<file path="src/rtl/dmem_arbiter.sv">
// Two-port arbiter and sequencer in front of the single-port datamemory: one memory access
// per 3-cycle transaction (IDLE -> ACCESS -> RESP). Define DMEM_ARB_ROUND_ROBIN_EN for round-robin ties.
module dmem_arbiter #(
  parameter int ADDR_W = 32,
  parameter int DATA_W = 32,
  parameter int CNT_W  = 16
) (
  input  logic              clk,
  input  logic              rst_n,
  input  logic              req0,
  input  logic              req1,
  input  logic              we0,
  input  logic              we1,
  input  logic [ADDR_W-1:0] addr0,
  input  logic [ADDR_W-1:0] addr1,
  input  logic [DATA_W-1:0] wdata0,
  input  logic [DATA_W-1:0] wdata1,
  output logic              ack0,
  output logic              ack1,
  output logic [DATA_W-1:0] rdata,
  output logic              busy,
  output logic              owner,
  output logic [CNT_W-1:0]  txn_count,
  output logic              mem_we,
  output logic [ADDR_W-1:0] mem_addr,
  output logic [DATA_W-1:0] mem_din,
  input  logic [DATA_W-1:0] mem_dout
);

`ifdef DMEM_ARB_ROUND_ROBIN_EN
  localparam bit RrEn = 1'b1;
`else
  localparam bit RrEn = 1'b0;
`endif

  typedef enum logic [1:0] {IDLE, ACCESS, RESP} state_t;

  state_t state, stateNext;
  logic   lastGrant;
  logic   memWeQ;
  logic   accept;
  logic   winner;

  always_ff @(posedge clk or negedge rst_n) begin
    if (!rst_n) state <= IDLE;
    else        state <= stateNext;
  end

  always_comb begin
    // NOTE: every output gets a default before the case so no path can infer a latch.
    stateNext = state;
    accept    = 1'b0;
    ack0      = 1'b0;
    ack1      = 1'b0;
    busy      = 1'b0;
    mem_we    = 1'b0;
    // A lone request always wins; lastGrant only matters on a tie with round-robin enabled.
    if (req0 && req1) winner = RrEn && !lastGrant;
    else              winner = req1;

    unique case (state)
      IDLE: begin
        if (req0 || req1) begin
          accept    = 1'b1;
          stateNext = ACCESS;
        end
      end
      ACCESS: begin
        busy      = 1'b1;
        mem_we    = memWeQ;
        stateNext = RESP;
      end
      RESP: begin
        busy      = 1'b1;
        ack0      = !owner;
        ack1      = owner;
        stateNext = IDLE;
      end
      default: stateNext = IDLE;
    endcase
  end

  // mem_we is decoded from state, so an async reset in ACCESS kills the write immediately.
  always_ff @(posedge clk or negedge rst_n) begin
    if (!rst_n) begin
      // NOTE: sequential state uses non-blocking assignments so all registers update together.
      owner     <= 1'b0;
      lastGrant <= 1'b1;
      memWeQ    <= 1'b0;
      mem_addr  <= '0;
      mem_din   <= '0;
      rdata     <= '0;
      txn_count <= '0;
    end else begin
      if (accept) begin
        owner     <= winner;
        lastGrant <= winner;
        memWeQ    <= winner ? we1    : we0;
        mem_addr  <= winner ? addr1  : addr0;
        mem_din   <= winner ? wdata1 : wdata0;
      end
      if (state == ACCESS) rdata <= mem_dout;
      // Counts on the RESP exit edge; natural wrap from all-ones to zero.
      txn_count <= txn_count + CNT_W'(state == RESP);
    end
  end

endmodule

</file>
<file path="config.mk">
export PLATFORM = sky130hd
export DESIGN_NAME = dmem_arbiter
export DESIGN_NICKNAME = d
export VERILOG_FILES = /design/src/rtl/dmem_arbiter.sv
export SDC_FILE = /design/constraint.sdc
export NUM_CORES = 1
export LEC_CHECK = 0
export CELL_PAD_IN_SITES_DETAIL_PLACEMENT = 1
export CELL_PAD_IN_SITES_GLOBAL_PLACEMENT = 2
export CORE_MARGIN = 5
export CORE_UTILIZATION = 23
export CTS_CLUSTER_DIAMETER = 200
export CTS_CLUSTER_SIZE = 16
export DETAILED_ROUTE_END_ITERATION = 8
export PLACE_DENSITY_LB_ADDON = 0.05
export SETUP_SLACK_MARGIN = 0.4
export SLEW_MARGIN = 10
export SYNTH_ARGS = -nofsm -noshare
export SYNTH_HDL_FRONTEND = slang
export SYNTH_SLANG_ARGS = --single-unit
</file>
<file path="constraint.sdc">
create_clock -name clk -period 2.1 [get_ports clk]
set_input_delay 0.42 -clock clk [delete_from_list [all_inputs] [get_ports clk]]
set_output_delay 0.42 -clock clk [all_outputs]
set_load 0.01 [all_outputs]
</file>
==> qor.csv, run 1 <==
stage,metric,value,unit
run_status,status,completed,
global_route,antenna_found_initial,3,
power,p_total,11.6,mW
setup_path,cpMostUsedCell,buf_6,
cells_and_area,num_antenna_cells,0,
synthesis,ys_ff_latch,116,
cells_and_area,drive_above_1_share,15.9,%
setup_path,end_kind,output port,
cts,cts-root-buf,clkbuf_16,
drt,dr.pass1.iters,3,
global_route,overflow,0,
synthesis,synth-simple-area-share,8.28,%
place,dp.cells,975,
sta,setup_viol,0,
synthesis,synth_compound_area_share,6.84,%
place,hpwl,14000,um
setup_path,cpPeakStageDelay,400,ps
floorplan,die_h,159,um
sta,skew,12.0,ps
setup_path,slowest_stage,dfrtp_1,
cells_and_area,nets,903,
drt,routed_wl,18400,um
power,leakagePower,4.32,nW
cells_and_area,instances_no_fill,1023,
cells_and_area,final_cell_area,0.00897,mm^2
cts,cts_buffers,17,
sta,rsz0062_at_grt,true,
setup_path,path_buf_inv,2,
floorplan,rows,54,
synthesis,yosys_warnings,0,
synthesis,ys_seq_area_share,56.5,%
floorplan,dieArea,0.0254,mm^2
sta,fin_setup_tns,0,ps
drt,vias_per_cell,4.25,
place,portBuffers,282,
setup_path,cp.required,1680,ps
setup_path,r2r-start,state[0]$_DFFE_PN0P_,
job,cap_violations,0,
global_route,grt_usage,14.5,%
setup_path,cp_top_family,flip-flops,
floorplan,io_pins,283,
synthesis,synth_area_per_cell,12.1,um^2
floorplan,core,0.0219,mm^2
cells_and_area,fin_util,41.0,%
setup_path,worstSetupPathType,reg2out,
cts,cts_tree,built,
synthesis,syn_area,0.00514,mm^2
synthesis,synthMuxAreaShare,19.9,%
drt,drtAntennaViolNets,0,
drt,route.detailed.drc,0,
cts,clk_latency,410,ps
sta,max-slew-margin-rel,69.1,%
sta,period_share,83.9,%
cells_and_area,fill_cells,2404,
setup_path,arrival,1340,ps
sta,slew_viol_final,0,
cts,path_clk_slew,60,ps
setup_path,crit_path_start_kind,register,
synthesis,syn_inst,425,
sta,worst_pin_slew,463,ps
sta,period_needed,1760,ps
drt,num_vias,4351,
cts,clk_path_buf_depth,2,
place,dpl-instance-area,0.00830,mm^2
global_route,grt_pass1_vias,4959,
sta,holdWs,472,ps
drt,drt_iter0_drc,119,
setup_path,cp_cell_sequence,buf_6 > ha_4 > and2_4 > buf_6,
sta,final_hold_viol_count,0,
synthesis,synth_xor_area_share,2.39,%
floorplan,start_util,23.5,%
power,ir_drop,0.000500,V
cells_and_area,area_growth,74.6,%
cts,cts.sinks,116,
synthesis,synthAdderAreaFrac,1.70,%
sta,worst_slack,338,ps
power,powerDensity,1290,mW/mm^2
floorplan,fp.dieW,159,um
synthesis,yosysUniqueCellTypes,29,
hold_path,hp-start,txn_count[15]$_DFF_PN0_,
place,gp_congestion,0.734,
setup_path,crit_start,state[1]$_DFFE_PN0P_,
global_route,grt_max_degree,44,
sta,fmax,567,MHz
drt,wire_per_inst,18.0,um
synthesis,syn_nets,598,
setup_path,rrSetupSlack,410,ps
global_route,grt_pass1_wl,28900,um
cells_and_area,final_cell_mix,"164 x clkdlybuf4s50_1, 113 x dlygate4sd2_1, 109 x dfrtp_1",
synthesis,synth_top_family_by_area,multiplexers,
cts,h-tree-depth,4,
place,place_ws,108,ps
setup_path,crit_fanout,4,
hold_path,hp-class,reg2reg,
cells_and_area,layout_commonest_cell,clkdlybuf4s50_1,
[logic make-up (layout without fill, tap and decap cells)]
logic type / after synthesis / after routing
XOR/XNOR: 14 / 14
flip-flops: 116 / 116
AND/OR/NAND/NOR: 93 / 93
buffers and inverters: 28 / 346
multiplexers: 98 / 98
adder cells (fa/ha/maj): 7 / 7
AO/OA/AOI/OAI: 69 / 69
[synth_stat cells (all sizes together)]
cell	count	area (um^2)
nor2	2	7.51
mux2	33	372
clkbuf	8	35.0
o21ai	66	334
and4bb	1	12.5
nand3	5	25.0
and2	2	12.5
nor3	1	5.00
inv	2	7.51
a21oi	2	10.0
nand4	5	31.3
and4	4	35.0
nand4b	1	8.76
buf	18	183
ha	7	87.6
a21boi	1	7.51
nand2	68	255
nand2b	1	13.8
mux2i	65	651
xnor2	10	87.6
xor2	4	35.0
nor2b	1	6.26
and3	2	12.5
dfrtp	116	2900
[state kept, by name, indices dropped and copies added (netlist names)]
name / count
mem_addr: 32
mem_din: 32
rdata: 32
txn_count: 16
state: 2
memWeQ: 1
owner: 1
[where the power goes]
part	internal, mW	leakage, nW	switching (mW)
combinational	2.44	2.61	2.32
clock	1.90	0.290	1.09
sequential	3.27	1.41	0.551
[layout make-up]
class	count	area (um^2)	share of cell area (%)
repair buffers	312	3020	33.7
flip-flops and latches	116	2910	32.5
multi-input cells	281	2080	23.2
clock buffers	20	447	4.98
well taps	280	350	3.91
clock inverters	12	155	1.73
inverters	2	7.51	0.0837
[routing by layer]
metal  GRT usage, %  vias up  wire length, um
li1               -     2089                -
met1           17.0     2073             7560
met2           23.6      165             8880
met3           6.96       18             1720
met4           4.30        6              179
met5              0        -               37
[final timing paths]
check | to | depth (start not counted)
max | ack1 | 4
max in group asynchronous | mem_din[20]$_DFFE_PN0P_ | 3
min | txn_count[15]$_DFF_PN0_ | 1
max reg2reg | txn_count[14]$_DFF_PN0_ | 7
min in group asynchronous | txn_count[11]$_DFF_PN0_ | 2
min reg2reg | txn_count[15]$_DFF_PN0_ | 1
[repair_timing]
item,CTS,global route
endpoints found under the hold margin,30,0
buffers inserted,11,4
endpoints found under the setup margin,124,10
pin swaps,2,3
hold buffers,1,0
resized for setup,152,8
(Power assumes the default switching activity.)
==> inputs of run 2 (changes only) <==
--- a/config.mk
+++ b/config.mk
@@ -8,7 +8,7 @@
 export CELL_PAD_IN_SITES_DETAIL_PLACEMENT = 1
 export CELL_PAD_IN_SITES_GLOBAL_PLACEMENT = 2
 export CORE_MARGIN = 5
-export CORE_UTILIZATION = 23
+export CORE_UTILIZATION = 21
 export CTS_CLUSTER_DIAMETER = 200
 export CTS_CLUSTER_SIZE = 16
 export DETAILED_ROUTE_END_ITERATION = 8
==> constraint.sdc (replaced) <==
create_clock -name clk -period 1.6 [get_ports clk]
set_input_delay 0.32 -clock clk [delete_from_list [all_inputs] [get_ports clk]]
set_output_delay 0.32 -clock clk [all_outputs]
set_load 0.01 [all_outputs]
==> run 2 against run 1 <==
Net effect: the run now ends with setup timing left; sequential power is 35% higher; count of clock-buffer cells in the layout is 1 higher; worst hold slack worse by 17 ps; power is 49% higher; cell count is 9.3% higher; die area is 8.9% higher; critical path depth stayed put; worst setup slack worse by 420 ps; clock skew hardly changed; via count is 4.8% higher; sequential share of layout area is 2.2 points lower; clock power is 44% higher; largest cell class unchanged.
==> qor.csv, run 2 (synthesis gave the netlist of run 1 again) <==
stage,metric,value,unit,change
cells_and_area,drive_above_1_share,36.6,%,was 15.9%
drt,wire_per_inst,16.9,um,was 18.0 um
sta,final_hold_viol_count,0,,unchanged
drt,dr.pass1.iters,4,,was 3
sta,skew,12.3,ps,was 12.0 ps
setup_path,worstSetupPathType,reg2out,,unchanged
floorplan,dieArea,0.0277,mm^2,was 0.0254 mm^2
cts,path_clk_slew,60,ps,about the same
drt,route.detailed.drc,0,,unchanged
run_status,failed_checks,setup timing,,
sta,period_share,105,%,
setup_path,cp.required,1280,ps,was 1680 ps
cells_and_area,nets,954,,was 903
cells_and_area,layout_commonest_cell,clkdlybuf4s50_1,,unchanged
job,cap_violations,0,,unchanged
global_route,grt_max_degree,65,,was 44
setup_path,crit_path_start_kind,register,,unchanged
place,hpwl,14400,um,"was 14,000 um"
place,gp_congestion,0.724,,was 0.734
setup_path,cp_top_family,flip-flops,,unchanged
cells_and_area,fill_cells,2605,,"was 2,404"
cells_and_area,num_antenna_cells,0,,unchanged
setup_path,crit_fanout,3,,was 4
global_route,antenna_found_initial,0,,was 3
cts,cts.sinks,116,,unchanged
sta,fmax,595,MHz,
cells_and_area,multi_input_area,0.00216,mm^2,was 0.00208 mm^2
global_route,met1_usage,14.9,%,was 17.0%
floorplan,core,0.0242,mm^2,was 0.0219 mm^2
cts,cts_buffers,17,,unchanged
sta,max-slew-margin-rel,73.9,%,was 69.1%
power,ir_drop,0.000621,V,was 0.000500 V
floorplan,rows,57,,was 54
floorplan,start_util,21.2,%,was 23.5%
setup_path,arrival,1360,ps,was 1340 ps
hold_path,hp-class,in2async,,was reg2reg
setup_path,slowest_stage,dfrtp_1,,unchanged
place,portBuffers,282,,unchanged
cts,clk_latency,410,ps,about the same
global_route,grt_usage,13.6,%,was 14.5%
drt,vias_per_cell,4.08,,was 4.25
cells_and_area,largestRegisters,"mem_addr: 32 flops, mem_din: 32 flops, rdata: 32 flops",,unchanged
sta,period_needed,1680,ps,
setup_path,cp_cell_sequence,inv_2 > ha_2 > and2_4 > buf_4,,was buf_6 > ha_4 > and2_4 > buf_6
power,powerDensity,1800,mW/mm^2,was 1290 mW/mm^2
cts,cts_tree,built,,unchanged
floorplan,io_pins,283,,unchanged
drt,drtAntennaViolNets,0,,unchanged
power,p_total,17.2,mW,was 11.6 mW
floorplan,die_h,166,um,was 159 um
cts,h-tree-depth,4,,unchanged
cells_and_area,register_area,0.00291,mm^2,about the same
power,leakagePower,4.57,nW,was 4.32 nW
setup_path,end_kind,output port,,unchanged
floorplan,fp.dieW,166,um,was 159 um
sta,worst_pin_slew,392,ps,was 463 ps
cells_and_area,area_growth,86.9,%,was 74.6%
global_route,grt_use_met3,6.28,%,was 6.96%
global_route,grt_pass1_vias,5230,,"was 4,959"
drt,drt_iter0_drc,119,,unchanged
drt,num_vias,4561,,"was 4,351"
run_status,status,"complete, but fails checks",,was completed
sta,rsz0062_at_grt,true,,unchanged
global_route,top_usage_layer,met2,,unchanged
global_route,grt_use_met2,23.1,%,was 23.6%
cells_and_area,instances_no_fill,1118,,"was 1,023"
place,dp.cells,1033,,was 975
cells_and_area,final_cell_mix,"164 x clkdlybuf4s50_1, 112 x dfrtp_1, 77 x buf_6",,"was 164 x clkdlybuf4s50_1, 113 x dlygate4sd2_1, 109 x dfrtp_1"
drt,routed_wl,18900,um,"was 18,400 um"
cts,cts-root-buf,clkbuf_16,,unchanged
setup_path,cpPeakStageDelay,400,ps,about the same
global_route,grt_pass1_wl,29400,um,"was 28,900 um"
sta,setup_viol,10,,was 0
sta,worst_slack,-81.7,ps,was 338 ps
global_route,overflow,0,,unchanged
setup_path,rrSetupSlack,-70,ps,was 410 ps
setup_path,path_buf_inv,2,,unchanged
cts,clk_path_buf_depth,2,,unchanged
sta,slew_viol_final,0,,unchanged
run 2: layout make-up:
class / count / share of cell area, %
clock buffer: 21 / 4.80
clock inverter: 11 / 2.06
inverter: 2 / 0.0782
multi-input combinational: 281 / 22.5
sequential: 116 / 30.3
tap: 324 / 4.22
timing repair buffer: 363 / 36.0
run 2: path summary, 6_finish.rpt:
check                                         from                        to  depth (start not counted)
setup / recovery              state[1]$_DFFE_PN0P_                    mem_we                          4
hold / removal                               rst_n     rdata[11]$_DFFE_PN0N_                          3
setup reg to reg              state[0]$_DFFE_PN0P_   txn_count[14]$_DFF_PN0_                          8
hold reg to reg            mem_addr[8]$_DFFE_PN0P_   mem_addr[8]$_DFFE_PN0P_                          2
max in group asynchronous                    rst_n  mem_addr[13]$_DFFE_PN0P_                          3
min in group clk           mem_addr[8]$_DFFE_PN0P_   mem_addr[8]$_DFFE_PN0P_                          2
run 2: metal layers:
layer	vias to the layer above	share of wire, %
met5	-	0
met4	0	1.8
met3	19	8.9
met2	163	51
met1	2189	38
li1	2190	-
run 2: through the flow:
step	area [um^2]	hold slack (ps)	setup WS (ps)	utilization, %	setup TNS, ps
global route	9600	475	-149	39.7	-1270
finish	9600	455	-81.7	39.7	-493
floorplan	5220	24.4	123	-	0
global placement	8540	360	-174	35.3	-7800
CTS	9350	458	-109	38.7	-604
detailed placement	8540	356	-212	35.3	-9240
run 2: where the power goes:
part / internal, mW / total, mW / leakage (nW) / switching, mW
Sequential: 4.29 / 5.16 / 1.42 / 0.864
Combinational: 4.47 / 7.80 / 2.84 / 3.32
Clock: 2.86 / 4.29 / 0.318 / 1.43
run 2: what timing repair did:
item | CTS | global route
endpoints found under the hold margin | 116 | 0
setup endpoints to repair | 229 | 232
cloned | 0 | 0
setup buffers | 34 | 18
pin swaps | 18 | 13
resized for setup | 574 | 27
hold buffers | 1 | 0
run 2: worst min-delay path: cells and delay by family:
kind	cells	cell delay, ps
buffers and inverters	3	950
